$ cat src/rtl/cpu_ifetch_pkg.sv
`default_nettype none
// ============================================================================
// Module   : cpu_ifetch_pkg
// Purpose  : Shared types, constants and the long-opcode decoder for the
//            mox125 instruction fetch/alignment stage.
// Contents : IFQ_DEPTH     - halfword queue capacity
//            HW_ENTRY_W    - packed width of one queue entry
//            hw_entry_t    - halfword data plus its byte address
//            is_long_op()  - 1 when the opcode's high byte takes a 32-bit
//                            operand
// Revision : 1.0 - initial release
// ============================================================================
package cpu_ifetch_pkg;

   localparam int IFQ_DEPTH  = 8;
   localparam int HW_ENTRY_W = 48;

   typedef struct packed {
      logic [15:0] data;
      logic [31:0] addr;
   } hw_entry_t;

   // Opcodes whose high byte is in this set are followed by a 32-bit operand
   // (two further halfwords). Everything else, including all 1xxxxxxx
   // forms, is a single halfword.
   function automatic logic is_long_op(input logic [7:0] op_hi);
      case (op_hi)
         8'h01, 8'h03, 8'h08, 8'h09, 8'h0C, 8'h0D, 8'h1A, 8'h1B, 8'h1D,
         8'h1F, 8'h20, 8'h22, 8'h24, 8'h36, 8'h37, 8'h38, 8'h39:
            is_long_op = 1'b1;
         default:
            is_long_op = 1'b0;
      endcase
   endfunction

endpackage

`default_nettype wire

$ cat src/rtl/cpu_ifetch_hwq.sv
`default_nettype none
// ============================================================================
// Module   : cpu_ifetch_hwq
// Purpose  : 8-entry circular halfword queue. Accepts 0/1/2 pushes and 0/1/3
//            pops per cycle, exposes the three oldest entries and the fill
//            count, and can be cleared synchronously.
// Ports    : clk_i, rst_i      - clock, async active-high reset
//            clr_i             - synchronous clear (overrides push/pop)
//            push_n_i          - number of entries to push (0..2)
//            push0_i/push1_i   - entries to push, push0_i is the older one
//            pop_n_i           - number of entries to pop (0, 1 or 3)
//            head0_o..head2_o  - oldest three entries (valid up to count_o)
//            count_o           - current fill level 0..8
// Revision : 1.0 - initial release
// ============================================================================
module cpu_ifetch_hwq
   import cpu_ifetch_pkg::*;
(
   input  logic                    clk_i,
   input  logic                    rst_i,
   input  logic                    clr_i,
   input  logic [1:0]              push_n_i,
   input  logic [HW_ENTRY_W-1:0]   push0_i,
   input  logic [HW_ENTRY_W-1:0]   push1_i,
   input  logic [1:0]              pop_n_i,
   output logic [HW_ENTRY_W-1:0]   head0_o,
   output logic [HW_ENTRY_W-1:0]   head1_o,
   output logic [HW_ENTRY_W-1:0]   head2_o,
   output logic [3:0]              count_o
);

   hw_entry_t  mem_q [IFQ_DEPTH];
   logic [2:0] rd_ptr_q, rd_ptr_d;
   logic [2:0] wr_ptr_q, wr_ptr_d;
   logic [3:0] count_q,  count_d;
   logic [2:0] wr_ptr_p1;
   logic [2:0] rd_ptr_p1;
   logic [2:0] rd_ptr_p2;

   // Pointers are 3 bits wide so they wrap naturally around the 8 slots.
   assign wr_ptr_p1 = wr_ptr_q + 3'd1;
   assign rd_ptr_p1 = rd_ptr_q + 3'd1;
   assign rd_ptr_p2 = rd_ptr_q + 3'd2;

   always_comb begin
      rd_ptr_d = rd_ptr_q + {1'b0, pop_n_i};
      wr_ptr_d = wr_ptr_q + {1'b0, push_n_i};
      count_d  = count_q + {2'b00, push_n_i} - {2'b00, pop_n_i};
      if (clr_i) begin
         rd_ptr_d = 3'd0;
         wr_ptr_d = 3'd0;
         count_d  = 4'd0;
      end
   end

   always_ff @(posedge clk_i or posedge rst_i) begin
      if (rst_i) begin
         rd_ptr_q <= 3'd0;
         wr_ptr_q <= 3'd0;
         count_q  <= 4'd0;
      end else begin
         rd_ptr_q <= rd_ptr_d;
         wr_ptr_q <= wr_ptr_d;
         count_q  <= count_d;
      end
   end

   // Storage needs no reset: entries beyond count_q are never consumed.
   always_ff @(posedge clk_i) begin
      if (!clr_i) begin
         if (push_n_i != 2'd0) begin
            mem_q[wr_ptr_q] <= push0_i;
         end
         if (push_n_i == 2'd2) begin
            mem_q[wr_ptr_p1] <= push1_i;
         end
      end
   end

   assign head0_o = mem_q[rd_ptr_q];
   assign head1_o = mem_q[rd_ptr_p1];
   assign head2_o = mem_q[rd_ptr_p2];
   assign count_o = count_q;

endmodule

`default_nettype wire

$ cat src/rtl/cpu_ifetch_align.sv
`default_nettype none
// ============================================================================
// Module   : cpu_ifetch_align
// Purpose  : mox125 instruction fetch/alignment stage. Fetches 32-bit
//            big-endian words, queues them as halfwords and emits one
//            variable-length instruction (16-bit opcode + optional 32-bit
//            operand) per cycle towards decode.
// Ports    : clk_i, rst_i          - clock, async active-high reset
//            imem_req_o/addr_o     - word fetch request and word address
//            imem_ack_i/data_i     - fetch accept and returned word
//            stall_i               - decode cannot take the current output
//            flush_i/branch_target_i - redirect to a new PC
//            opcode_o/operand_o/PC_o/valid_o - instruction to decode
// Revision : 1.0 - initial release
// ============================================================================
module cpu_ifetch_align
   import cpu_ifetch_pkg::*;
#(
   parameter logic [31:0] RESET_VECTOR = 32'h0000_1000,
   parameter int          QDEPTH       = 8
)(
   input  logic        clk_i,
   input  logic        rst_i,
   output logic        imem_req_o,
   output logic [31:0] imem_addr_o,
   input  logic        imem_ack_i,
   input  logic [31:0] imem_data_i,
   input  logic        stall_i,
   input  logic        flush_i,
   input  logic [31:0] branch_target_i,
   output logic [15:0] opcode_o,
   output logic [31:0] operand_o,
   output logic        valid_o,
   output logic [31:0] PC_o
);

   localparam logic [3:0] c_depth = 4'(QDEPTH);

   logic [31:0] fetch_addr_q, fetch_addr_d;
   logic        skip_q,       skip_d;
   logic        valid_q,      valid_d;
   logic [15:0] opcode_q,     opcode_d;
   logic [31:0] operand_q,    operand_d;
   logic [31:0] pc_q,         pc_d;

   logic [3:0]  q_count;
   logic [3:0]  free_slots;
   logic        accept;
   logic        load;
   logic        head_long;
   logic [1:0]  push_n;
   logic [1:0]  pop_n;
   hw_entry_t   push0, push1;
   hw_entry_t   head0, head1, head2;
   logic [HW_ENTRY_W-1:0] head0_raw, head1_raw, head2_raw;
   logic        unused_bits;

   cpu_ifetch_hwq u_hwq (
      .clk_i    (clk_i),
      .rst_i    (rst_i),
      .clr_i    (flush_i),
      .push_n_i (push_n),
      .push0_i  (push0),
      .push1_i  (push1),
      .pop_n_i  (pop_n),
      .head0_o  (head0_raw),
      .head1_o  (head1_raw),
      .head2_o  (head2_raw),
      .count_o  (q_count)
   );

   assign head0 = head0_raw;
   assign head1 = head1_raw;
   assign head2 = head2_raw;

   // Requesting only with two free slots means an accepted word always fits,
   // even if nothing is popped in the same cycle. The request is masked
   // while reset is held so it reads 0 during reset.
   assign free_slots  = c_depth - q_count;
   assign imem_req_o  = ~rst_i & ~flush_i & (free_slots >= 4'd2);
   assign imem_addr_o = fetch_addr_q;
   assign accept      = imem_req_o & imem_ack_i;

   // Fetch address, skip flag and queue push.
   always_comb begin
      fetch_addr_d = fetch_addr_q;
      skip_d       = skip_q;
      push_n       = 2'd0;
      push0        = '0;
      push1        = '0;
      if (flush_i) begin
         fetch_addr_d = {branch_target_i[31:2], 2'b00};
         // A target in the second halfword of a word: the first halfword of
         // the next fetched word must be dropped.
         skip_d       = branch_target_i[1];
      end else if (accept) begin
         fetch_addr_d = fetch_addr_q + 32'd4;
         skip_d       = 1'b0;
         if (skip_q) begin
            push_n     = 2'd1;
            push0.data = imem_data_i[15:0];
            push0.addr = fetch_addr_q + 32'd2;
         end else begin
            push_n     = 2'd2;
            push0.data = imem_data_i[31:16];
            push0.addr = fetch_addr_q;
            push1.data = imem_data_i[15:0];
            push1.addr = fetch_addr_q + 32'd2;
         end
      end
   end

   // Output register and queue pop.
   assign load      = ~valid_q | ~stall_i;
   assign head_long = is_long_op(head0.data[15:8]);

   always_comb begin
      pop_n     = 2'd0;
      valid_d   = valid_q;
      opcode_d  = opcode_q;
      operand_d = operand_q;
      pc_d      = pc_q;
      if (flush_i) begin
         valid_d = 1'b0;
      end else if (load) begin
         if (!head_long && (q_count >= 4'd1)) begin
            pop_n     = 2'd1;
            valid_d   = 1'b1;
            opcode_d  = head0.data;
            operand_d = 32'd0;
            pc_d      = head0.addr;
         end else if (head_long && (q_count >= 4'd3)) begin
            pop_n     = 2'd3;
            valid_d   = 1'b1;
            opcode_d  = head0.data;
            operand_d = {head1.data, head2.data};
            pc_d      = head0.addr;
         end else begin
            // Not enough halfwords yet: present a bubble, hold the rest.
            valid_d = 1'b0;
         end
      end
   end

   always_ff @(posedge clk_i or posedge rst_i) begin
      if (rst_i) begin
         fetch_addr_q <= RESET_VECTOR;
         skip_q       <= 1'b0;
         valid_q      <= 1'b0;
         opcode_q     <= 16'd0;
         operand_q    <= 32'd0;
         pc_q         <= RESET_VECTOR;
      end else begin
         fetch_addr_q <= fetch_addr_d;
         skip_q       <= skip_d;
         valid_q      <= valid_d;
         opcode_q     <= opcode_d;
         operand_q    <= operand_d;
         pc_q         <= pc_d;
      end
   end

   assign valid_o   = valid_q;
   assign opcode_o  = opcode_q;
   assign operand_o = operand_q;
   assign PC_o      = pc_q;

   // Operand halfwords' addresses and target bit 0 are intentionally ignored.
   assign unused_bits = ^{branch_target_i[0], head1.addr, head2.addr};

endmodule

`default_nettype wire
$ cat config.mk
export PLATFORM = sky130hd
export DESIGN_NAME = cpu_ifetch_align
export DESIGN_NICKNAME = d
export VERILOG_FILES = /design/src/rtl/cpu_ifetch_pkg.sv /design/src/rtl/cpu_ifetch_hwq.sv /design/src/rtl/cpu_ifetch_align.sv
export SDC_FILE = /design/constraint.sdc
export NUM_CORES = 1
export LEC_CHECK = 0
export ABC_CLOCK_PERIOD_IN_PS = 8150
export BUFFER_PORTS_ARGS = -buffer_cell sky130_fd_sc_hd__buf_2
export CAP_MARGIN = 0
export CORE_MARGIN = 2
export CORE_UTILIZATION = 40
export CTS_BUF_LIST = sky130_fd_sc_hd__clkbuf_8 sky130_fd_sc_hd__clkbuf_16
export CTS_CLUSTER_SIZE = 10
export DETAILED_ROUTE_END_ITERATION = 10
export GPL_ROUTABILITY_DRIVEN = 0
export HOLD_SLACK_MARGIN = 0.03
export SLEW_MARGIN = 5
export SYNTH_ARGS = -nofsm -noshare
export SYNTH_HDL_FRONTEND = slang
export SYNTH_SLANG_ARGS = --single-unit
$ cat constraint.sdc
create_clock -name clk_i -period 8.15 [get_ports clk_i]
set_input_delay 1.63 -clock clk_i [delete_from_list [all_inputs] [get_ports clk_i]]
set_output_delay 1.63 -clock clk_i [all_outputs]
set_load 0.05 [all_outputs]
==> out/metrics.cfg <==
[critical_path]
cp-end-kind = register
worstSetupStartpoint = u_hwq.rd_ptr_q[0]
path_delay_family = multiplexers
crit_chain = mux4_2 -> mux2i_1 -> xnor2_1 -> mux2i_1 -> a211oi_1 -> or4b_1 -> buf_4 -> o21a_4 -> inv_6 -> ha_1 -> inv_1 -> ha_1 -> fa_1 -> xnor2_1 -> nor2_1
worst-r2r-setup-slack_ns = 2.53
path_depth = 15
slowest_stage = dfrtp_4
slowest_delay_ns = 0.86
critPathArrivalTime_ns = 6.08
worstPathRequired_ns = 8.61
crit_path_start_kind = register
worstRegToRegCells = 15
critPathMaxFanout = 50
worstSetupPathType = register to register
r2r_end = u_hwq.count_o[2]
path_buf_inv = 3
crit_end = u_hwq.count_o[2]
rr_startpoint = u_hwq.rd_ptr_q[0]

[die]
boundaryPins = 183
rows = 92
die_area_mm2 = 0.06583
fp.dieW_um = 256.6
fp.dieH_um = 256.6
core_mm2 = 0.06308
initial_core_util_pct = 40.45

[finish]
final_cells = 2692
postLayoutCoreUtil_pct = 45.78
area_growth_pct = 13.17
drive_above_1_share_pct = 36.96
final_cell_mix = edfxtp_1, and3_1, mux2_2
layout_commonest_cell = edfxtp_1
fillers = 5648
fin_nets = 1886

[sta]
fmaxAchievable_mhz = 178.0
hold_viol = 0
max_slew_margin_pct = 27.24
setup_tns_ns = 0
fin_crit_ns = 5.619
tightest_slew_ns = 1.091
hold_slack_ns = 0.4791
setup_viol = 0
post-route-period-util_pct = 68.94
slew_violations = 0
worst_clock_skew_ns = 0.01853
rsz0062_at_grt = no

[power]
p_leak_nw = 11.34
swShare_pct = 36.18
power_density_mw_per_mm2 = 311.2
p_int_mw = 5.736
p_switching_mw = 3.252
p_seq_share_pct = 37.3
p_comb_share_pct = 37.3
power.clock.fraction_pct = 25.3
ir_drop_uv = 180.9

[routing]
drt-wirelength-per-cell_um = 23.75
vias_per_cell = 5.703
ant_nets = 0
routed_wl_um = 63950
dr.first_iter.drc_count = 1356
num_vias = 15350
drcViolationCount = 0
dr.pass1.iters = 5

[synthesis]
synth_top_area_share_pct = 45.19
yosys.cell_types.count = 60
synthAdderAreaFrac_pct = 1.098
postSynthAreaPerCell_um2 = 15.17
syn_inst = 1682
synthesis.area_mm2 = 0.02552
ys_seq_area_share_pct = 57.16
synth_edf_count = 384
synth_xor_xnor_area_share_pct = 0.4462
synth_top_family_by_area = multiplexers
synthSimpleGateAreaFrac_pct = 8.723
netlist_top_cells_area = edfxtp_1, mux4_2, dfrtp_1
yosysWarnings = 0
yosys_register_bits = 506
synth_mux_area_share_pct = 26.13
yosys_most_used_dff = edfxtp_1
async_flop_share_pct = 24.11
yosysTopAreaCell = edfxtp_1
synth-compound-area-share_pct = 3.290

[clocking]
cts.reportedPaths.clkPinSlew_ns = 0.06
cts_buffers = 57
cts_tree = done
h-tree-depth = 2
postCtsSetupRepairBufs = 0
clkSinkCount = 506
cts_root_buffer = clkbuf_16
hold_buffers = 0
clk_path_buf_depth = 3
clk_latency_ns = 0.61
cts_resized = 0

[global_route]
grt_pass1_vias = 15630
grt_pass1_wl_um = 97820
antenna_found_initial = 0
grt_max_degree = 230
grt.overflow.total = 0
grt_usage_pct = 19.41

[hold_path]
hold_path_startpoint = operand_o[4]
worstHoldPathType = register to register

[place]
place_hpwl_um = 36740
placed_cells = 2584
port-buffer-count = 179

[run_status]
outcome = completed

[job]
maxCapViolations = 0

[power groups by stage]
stage | clock (mW) | combinational (mW) | sequential (mW)
after floorplan | 0 | 2.07 | 3.99
after global placement | 0 | 3.37 | 3.39
after detailed placement | 0 | 3.40 | 3.41
after CTS | 2.32 | 3.41 | 3.36
after global routing | 2.43 | 3.60 | 3.40
final | 2.28 | 3.36 | 3.36
[worst min path at each step]
stage,end,slack [ns],cells after the start
final,operand_o[4],0.48,1
after global routing,operand_o[12],0.50,1
after CTS,operand_o[4],0.49,1
after detailed placement,operand_o[4],0.47,1
after global placement,operand_o[23],0.46,1
after floorplan,u_hwq.rd_ptr_q[0],0.64,2
[cell usage after synthesis (all sizes together), types with 3 or more instances]
library cell and number:
edfxtp 384, and3 227, mux2 218, mux4 160, clkbuf 133, dfrtp 120
mux2i 58, nor2 58, nand2 54, buf 35, o21ai 32, o2bb2ai 32
inv 22, ha 16, nand3 14, a21oi 10, a221o 10, nor3b 8
nor4 7, o311ai 7, xor2 7, nor2b 6, nor3 6, xnor2 6
or2 5, fa 4, nand4 4, a31oi 3, and4 3, or3 3
[layer usage]
layer	part of all wire, %	track usage [%]	up-vias
li1	-	-	6842
met1	44	27.40	7909
met2	48	31.51	529
met3	6.3	3.499	73
met4	1.6	4.118	0
met5	0	0	-
[per-stage QoR]
stage | area (µm²) | setup WS (ns) | power, mW
floorplan | 25550 | 0.2085 | 6.058
global placement | 27220 | 2.529 | 6.766
detailed placement | 27220 | 2.487 | 6.809
CTS | 28880 | 2.474 | 9.098
global route | 28880 | 2.133 | 9.432
finish | 28880 | 2.531 | 8.988
[final cells by class]
cell class | count | area, µm² | area share, %
clock inverters | 50 | 227.7 | 0.7886
diodes | 1 | 2.502 | 0.008666
inverters | 24 | 100.1 | 0.3466
clock buffers | 57 | 1426 | 4.939
flip-flops and latches | 506 | 14600 | 50.55
repair buffers | 215 | 1194 | 4.133
well taps | 846 | 1059 | 3.666
multi-input cells | 993 | 10270 | 35.57
[cell families (layout without fill, tap and decap cells)]
kind of cell | after synthesis | count (layout)
flops | 506 | 506
mux | 436 | 436
simple gates | 401 | 401
buf+inv | 192 | 346
compound gates | 113 | 113
fa+ha+maj | 20 | 20
xor+xnor | 13 | 13
other cells | 1 | 11
[worst register-to-register path, delay by kind of cell, from the launching register on]
family	cells	cell delay, ns
mux	3	1.14
compound gates	2	1.05
fa+ha+maj	3	1.03
flops	1	0.86
buf+inv	3	0.78
xor+xnor	2	0.36
simple gates	2	0.26
[state kept, by name, indices dropped and copies added (netlist names)]
register        count
PC_o               32
imem_addr_o        30
opcode_o           16
operand_o          32
skip_q              1
u_hwq.count_o       4
u_hwq.mem_q       384
u_hwq.rd_ptr_q      3
u_hwq.wr_ptr_q      3
valid_o             1
(Power assumes the default switching activity.)
